**src/rtl/bp_be_fpu_recode_sequencer.sv**
```systemverilog
// Shares one combinational FP recode unit across up to three FPU source operands, one per cycle.
// Optional BP_BE_FPU_RECODE_FLUSH_EN adds flush_i to abandon an in-flight sequence.
module bp_be_fpu_recode_sequencer #(
  parameter int unsigned dword_width_p  = 64,
  parameter int unsigned dp_rec_width_p = 65,
  parameter int unsigned num_ops_p      = 3
) (
  input  logic                                      clk_i,
  input  logic                                      reset_n_i,
`ifdef BP_BE_FPU_RECODE_FLUSH_EN
  input  logic                                      flush_i,
`endif
  input  logic                                      v_i,
  output logic                                      ready_o,
  input  logic                                      ipr_i,
  input  logic [1:0]                                num_src_i,
  input  logic [num_ops_p-1:0][dword_width_p-1:0]   rs_i,
  output logic [dword_width_p-1:0]                  rec_fp_o,
  output logic                                      rec_ipr_o,
  input  logic [dword_width_p-1:0]                  rec_fp_i,
  input  logic [dp_rec_width_p-1:0]                 rec_i,
  input  logic                                      rec_nan_i,
  input  logic                                      rec_snan_i,
  input  logic                                      rec_sub_i,
  output logic                                      v_o,
  input  logic                                      yumi_i,
  output logic [num_ops_p-1:0][dword_width_p-1:0]   fp_o,
  output logic [num_ops_p-1:0][dp_rec_width_p-1:0]  rec_o,
  output logic [num_ops_p-1:0]                      nan_o,
  output logic [num_ops_p-1:0]                      snan_o,
  output logic [num_ops_p-1:0]                      sub_o,
  output logic                                      any_snan_o
);

  localparam int unsigned idx_width_lp = 2;

  typedef enum logic [1:0] {
    e_idle   = 2'd0,
    e_recode = 2'd1,
    e_done   = 2'd2
  } state_e;

  state_e                                     state_q, state_d;
  logic [idx_width_lp-1:0]                    idx_q, idx_d;
  logic [idx_width_lp-1:0]                    num_q, num_d;
  logic                                       ipr_q, ipr_d;
  logic [num_ops_p-1:0][dword_width_p-1:0]    ops_q, ops_d;
  logic [num_ops_p-1:0][dword_width_p-1:0]    fp_q, fp_d;
  logic [num_ops_p-1:0][dp_rec_width_p-1:0]   rec_q, rec_d;
  logic [num_ops_p-1:0]                       nan_q, nan_d;
  logic [num_ops_p-1:0]                       snan_q, snan_d;
  logic [num_ops_p-1:0]                       sub_q, sub_d;
  logic                                       flush_w;
  logic                                       accept_w;
  logic [num_ops_p-1:0]                       valid_mask_w;

`ifdef BP_BE_FPU_RECODE_FLUSH_EN
  assign flush_w = flush_i;
`else
  assign flush_w = 1'b0;
`endif

  // Next-state, slot capture and handshake
  always_comb begin
    state_d   = state_q;
    idx_d     = idx_q;
    num_d     = num_q;
    ipr_d     = ipr_q;
    ops_d     = ops_q;
    fp_d      = fp_q;
    rec_d     = rec_q;
    nan_d     = nan_q;
    snan_d    = snan_q;
    sub_d     = sub_q;
    ready_o   = 1'b0;
    rec_fp_o  = '0;
    rec_ipr_o = 1'b0;
    accept_w  = 1'b0;

    case (state_q)
      e_idle: ready_o = 1'b1;
      e_recode: begin
        rec_fp_o       = ops_q[idx_q];
        rec_ipr_o      = ipr_q;
        fp_d[idx_q]    = rec_fp_i;
        rec_d[idx_q]   = rec_i;
        nan_d[idx_q]   = rec_nan_i;
        snan_d[idx_q]  = rec_snan_i;
        sub_d[idx_q]   = rec_sub_i;
        if (idx_q == num_q - 2'd1) state_d = e_done;
        else                       idx_d   = idx_q + 2'd1;
      end
      e_done: begin
        ready_o = yumi_i;
        if (yumi_i) state_d = e_idle;
      end
      default: state_d = e_idle;
    endcase

    if (flush_w) ready_o = 1'b0;
    accept_w = v_i & ready_o;

    if (accept_w) begin
      ops_d   = rs_i;
      ipr_d   = ipr_i;
      num_d   = num_src_i;
      fp_d    = '0;
      rec_d   = '0;
      nan_d   = '0;
      snan_d  = '0;
      sub_d   = '0;
      idx_d   = '0;
      state_d = (num_src_i != 2'd0) ? e_recode : e_done;
    end

    // Flush overrides any handshake in the same cycle
    if (flush_w) begin
      state_d = e_idle;
      idx_d   = '0;
    end
  end

  always_ff @(posedge clk_i or negedge reset_n_i) begin
    if (!reset_n_i) begin
      state_q <= e_idle;
      idx_q   <= '0;
      num_q   <= '0;
      ipr_q   <= 1'b0;
      ops_q   <= '0;
      fp_q    <= '0;
      rec_q   <= '0;
      nan_q   <= '0;
      snan_q  <= '0;
      sub_q   <= '0;
    end else begin
      state_q <= state_d;
      idx_q   <= idx_d;
      num_q   <= num_d;
      ipr_q   <= ipr_d;
      ops_q   <= ops_d;
      fp_q    <= fp_d;
      rec_q   <= rec_d;
      nan_q   <= nan_d;
      snan_q  <= snan_d;
      sub_q   <= sub_d;
    end
  end

  // Only slots below the latched operand count contribute to any_snan_o
  assign valid_mask_w = num_ops_p'((4'd1 << num_q) - 4'd1);

  assign v_o        = (state_q == e_done);
  assign fp_o       = fp_q;
  assign rec_o      = rec_q;
  assign nan_o      = nan_q;
  assign snan_o     = snan_q;
  assign sub_o      = sub_q;
  assign any_snan_o = |(snan_q & valid_mask_w);

endmodule

```
**config.mk**
```make
export PLATFORM = sky130hd
export DESIGN_NAME = bp_be_fpu_recode_sequencer
export DESIGN_NICKNAME = d
export VERILOG_FILES = /design/src/rtl/bp_be_fpu_recode_sequencer.sv
export SDC_FILE = /design/constraint.sdc
export NUM_CORES = 1
export LEC_CHECK = 0
export BUFFER_PORTS_ARGS = -buffer_cell sky130_fd_sc_hd__buf_2
export CAP_MARGIN = 0
export CELL_PAD_IN_SITES_DETAIL_PLACEMENT = 1
export CELL_PAD_IN_SITES_GLOBAL_PLACEMENT = 2
export CORE_AREA = 2 2 311 313
export DETAILED_ROUTE_END_ITERATION = 7
export DIE_AREA = 0 0 313 315
export GPL_ROUTABILITY_DRIVEN = 1
export PLACE_DENSITY_LB_ADDON = 0.1
export REMOVE_ABC_BUFFERS = 1
export SYNTH_ARGS = -nofsm -noshare
export SYNTH_HDL_FRONTEND = slang
export SYNTH_SLANG_ARGS = --single-unit
```
**constraint.sdc**
```tcl
create_clock -name clk_i -period 2.8 [get_ports clk_i]
set_input_delay 0.42 -clock clk_i [delete_from_list [all_inputs] [get_ports clk_i]]
set_output_delay 0.42 -clock clk_i [all_outputs]
set_load 0.01 [all_outputs]
```
# Word level (Yosys, flattened, before mapping)
# Cells that the tools add are included.
classes:
  n_addsub: 3
  n_lt_le_gt_ge: 2
  eq_ne: 7
  shift: 1
  n_mux: 34
  n_bitwise: 2
  n_reduce_logical: 7
ops:
  columns: ["op", "n"]
  rows:
  - ["$mux W195", 2]
  - ["$mux W192", 2]
  - ["$bwmux W195", 1]
  - ["$bwmux W192", 1]
  - ["$mux W64", 3]
  - ["$demux W65 S2", 1]
  - ["$bmux W64 S2", 1]
  - ["$demux W64 S2", 1]
  - ["$mux W65", 1]
  - ["$mux W3", 6]
  - ["$mux W2", 7]
  - ["$bwmux W3", 3]
  - ["$pmux W2 S3", 1]
  - ["$ne A2 B2 Y1 const B", 2]
  - ["$reduce_bool A2 Y1", 2]
  - ["$and A3 B3 Y3", 1]
  - ["$lt A2 B3 Y1 const B", 1]
  - ["$ne A3 B1 Y1 const B", 1]
  - ["$ne A3 B3 Y1 const B", 1]
  - ["$reduce_and A3 Y1", 1]
  - ["$reduce_or A3 Y1", 1]
  - ["$shl A1 B2 Y3 const A", 1]
  - ["$sub A3 B1 Y3 const B", 1]
  - ["$add A2 B1 Y2 const B", 1]
  - ["12 further kinds", 13]
totals:
  ff_bits: 595
  inputBits: 331
  output_inout_bits: 464
  word_cells: 72

# Longest topological paths before layout
depth:
  word_depth: 7
  mapped_depth: 11
  depth_no_buf: 5

# Worst setup path before layout
# Ideal clock, no wire load.
synth_timing:
  path_kind: "reg2reg"
  start: "reg idx_q[1]"
  end: "reg fp_q (netlist bit fp_o[0])"
  setup_ns: 0.121
  arrival_ns: 1.991
  required_time_ns: 2.679
  path_slack_ns: 0.688
  path_stages_with_launch: 11
  n_path_buf: 6
  period_less_slack_ns: 2.112
  cell_sequence: "dfrtp_1 > buf_2 > buf_2 > buf_2 > inv_1 > ha_1 > and3b_1 > buf_4 > buf_4 > clkbuf_1 > a22o_1"
synth_between:
  elab_chain_cells: 7
  elab_cells_between_ends: 8
  classes_between: "2 x order compare; 5 x mux; 1 x reduce/logical"
synth_lines:
  columns: ["item", "line", "text"]
  rows:
  - ["from (decl)", "44", "logic [idx_width_lp-1:0] idx_q, idx_d;"]
  - ["from (signal assigned)", "137", "idx_q <= idx_d;"]
  - ["$lt A2 B3 Y1 (implied by the code) or $ge A2 B1 Y1 (tied branches)", "85", "fp_d[idx_q] = rec_fp_i;"]
  - ["$logic_and A1 B1 Y1 (implied by the code)", "85", null]
  - ["$mux W64 (implied by the code)", "85", null]
  - ["$demux W64 S2 (*)", "85", null]
  - ["$bwmux W192 (*)", "85", null]
  - ["$mux W192 (*)", "80", "case (state_q)"]
  - ["$mux W192 (*)", "103", "if (accept_w) begin"]
  - ["to (signal assigned)", "141", "fp_q <= fp_d;"]
  - ["to (decl)", "48", "logic [num_ops_p-1:0][dword_width_p-1:0] fp_q, fp_d;"]
# Every way passes the cells marked *; elsewhere a longest branch is shown, timed or not. The select of a mux whose other input is x is not followed.
# A chain may end at the register's enable or synchronous reset.

# Final worst setup path
layout_timing:
  start: "reg idx_q[0]"
  end: "out rec_fp_o[13]"
layout_between:
  elab_chain_cells: 3
layout_lines:
  columns: ["item", "line", "text"]
  rows:
  - ["$bmux W64 S2", "83", "rec_fp_o = ops_q[idx_q];"]
  - ["$mux W64 (implied by the code)", "83", null]
  - ["$mux W64", "80", null]
  - ["to (decl)", "18", "output logic [dword_width_p-1:0] rec_fp_o,"]
# Every way passes these cells. The select of a mux whose other input is x is not followed.

==> out/qor.txt <==
Leak -> 16.5 nW
GR Util met3 -> 8.16%
CP Capture Type -> output pin
Most frequent cell after synthesis -> dfrtp_1
Top cells by count, synth -> dfrtp_1 (595), a22o_1 (396), mux2_2 (246), nand2_1 (127), a21oi_1 (66)
CP Cell Sequence -> nor2b_4 > buf_12 > nand2_1 > a21oi_1 > buf_2
Layout Nets -> 2878
Worst path max stage delay -> 0.50 ns
Area of the multi-input gates -> 7540 sq um
CP max-delay cell -> dfrtp_1
DPL Wire Length -> 67000 um
Final min period -> 2.64 ns
Flops & latches, synth -> 595
DP Worst Slack -> 0.758 ns
Final WL -> 97800 um
Power Dens Cells -> 1170 nW/um^2
Fin. Hold Viols -> 0
Setup-failing EPs final -> 0
Clock root buffer -> clkbuf_16
First-pass GRT wire length -> 142000 um
Wire per inst -> 25.2 um
Ys async rst share -> 100%
Final hold slack -> 0.0410 ns
Layout cells sized above 1 -> 46.6%
GRT Overall Usage -> 19.3%
Slew HR -> 51.6%
Final worst setup slack -> 0.157 ns
H-tree levels -> 3
GP Congestion -> 0.790
Port Buf Inserts -> 794
Final ANT Viol Nets -> 0
Ys flop type -> dfrtp_1
Total power -> 38.2 mW
Seq/Total Area, Yosys -> 64.1%
Worst path arrival time -> 2.22 ns
Dpl cell area -> 28700 sq um
Met2 Usage GRT -> 32.1%
Layer with the highest usage -> met2
Main area contributors after synthesis -> dfrtp_1 (64%), a22o_1 (15%), mux2_2 (12%), nand2_1 (2.1%), a21oi_1 (1.4%)
Outcome -> complete, no violations
Post-Layout Cell Count -> 3881
GRT overflow -> 0
Core Util, Final -> 34.0%
CP max FO -> 47
Design area -> 32500 sq um
Vias in the first global route -> 20112
Post-synth top area share -> 64.1%
Initial core utilization -> 24.3%
CORE AREA -> 95700 sq um
DRT Pass-1 Iters -> 4
Final Cycle Share -> 94.4%
I/O pins -> 795
Reg area -> 14900 sq um
TritonCTS clock tree -> built
Leading area contributor after synthesis -> dfrtp_1
Routed vias/inst -> 4.62
Post-cts resize count -> 0
Largest net degree at the start of global routing -> 78
Worst Setup Start Kind -> flip-flop
HP Class -> input port to flip-flop
Number of max-cap violations -> 0
Unrepaired setup endpoints after global routing -> false
Met1 Resource Use GR -> 22.3%
Initial DRC Count -> 903
Final setup TNS -> 0 ns
CTS Buffer Depth -> 3
Post-CTS Hold Buffers -> 137
Clock latency on the worst-skew pair -> 0.62 ns
Setup Fix Bufs, Post-CTS -> 0
CTS Sinks -> 595
Fillers -> 10385
Cell family with the largest share of critical-path delay -> flip-flops
Slew Viols, Final -> 0
Num CTS Buffers -> 73
Worst slew pin tran -> 0.726 ns
Final Skew -> 0.0138 ns
Vias -> 17934
Post-synthesis cell area -> 23200 sq um
Inst Count DP -> 3605
# rows -> 114
Post-synth EDFFs -> 0
DRC -> 0
Max frequency -> 378 MHz
WP data required -> 2.38 ns
Initial antenna violation count -> 24
Die area -> 98600 sq um
Area delta synth->final -> 40.0%
Synth Area per Inst -> 14.3 sq um
Cells after synthesis -> 1629
Peak supply drop -> 0.597 mV
Vert. Die Dim -> 315 um
Buf+Inv Stages, Crit Path -> 2
Ys Warns -> 0
Synth cell types -> 29
Clock transition at path regs -> 0.05 ns
Die X -> 313 um
Setup Crit Path Kind -> flip-flop to output pin
## routing by layer
layer | up-vias | share of wire (%)
met5 | - | 0.19
met4 | 30 | 3.1
met3 | 162 | 9.2
met2 | 629 | 49
met1 | 9278 | 39
li1 | 7835 | -
## report_power, final
part | switching (mW) | internal (mW)
combinational | 8.06 | 6.26
sequential | 2.02 | 12.2
clock | 3.91 | 5.74
## layout make-up
| type | count | area share, % |
|---|---|---|
| Clock buffer | 111 | 6.68 |
| Tap cell | 1276 | 4.91 |
| Antenna cell | 7 | 0.0539 |
| Multi-Input combinational cell | 889 | 23.2 |
| Clock inverter | 21 | 0.758 |
| Timing Repair Buffer | 977 | 18.6 |
| Sequential cell | 595 | 45.8 |
| Inverter | 5 | 0.0577 |
## path summary, 6_finish.rpt
kind / slack [ns] / to / depth (start not counted) / start
worst max register to register: 0.81 / fp_o[14] / 6 / idx_q[0]
worst max-delay path: 0.16 / rec_fp_o[13] / 5 / idx_q[0]
worst min register to register: 0.48 / ops_q[52] / 1 / ops_q[52]
min in group asynchronous: 0.38 / ops_q[120] / 2 / reset_n_i
worst min-delay path: 0.04 / ops_q[125] / 2 / rs_i[125]
max in group asynchronous: 1.41 / ops_q[31] / 4 / reset_n_i
## placed cells by master, fill, tap and decap left out, drive strengths merged, types with 7 or more instances in the layout
cell type / n
nand2: 127
clkinv: 12
a22o: 396
dfrtp: 595
buf: 840
clkbuf: 111
mux2: 256
dlygate4sd3: 137
inv: 10
a21oi: 69
diode: 7
## worst reg2reg max path, cell delays in order, from the launching register on
cell and delay, ns:
dfrtp_1 0.50, inv_2 0.10, ha_1 0.22, and3b_4 0.21, a21oi_4 0.18, buf_12 0.30
a22o_1 0.41
## flip-flops by register name, summed over array words and instances (netlist names)
name	flops
ops_q	192
sub_o	3
rec_o	195
snan_o	3
fp_o	192
ipr_q	1
state_q	2
nan_o	3
num_q	2
idx_q	2
## kinds of logic (layout without fill, tap and decap cells)
family / after synthesis / after routing / synth area share (%)
buf+inv: 145 / 1114 / 3.53
xor+xnor: 3 / 3 / 0.113
compound gates: 474 / 474 / 16.8
flops: 595 / 595 / 64.1
other cells: 0 / 7 / 0
mux: 258 / 258 / 12.5
fa+ha+maj: 6 / 6 / 0.323
simple gates: 148 / 148 / 2.59
(Power assumes the default switching activity.)
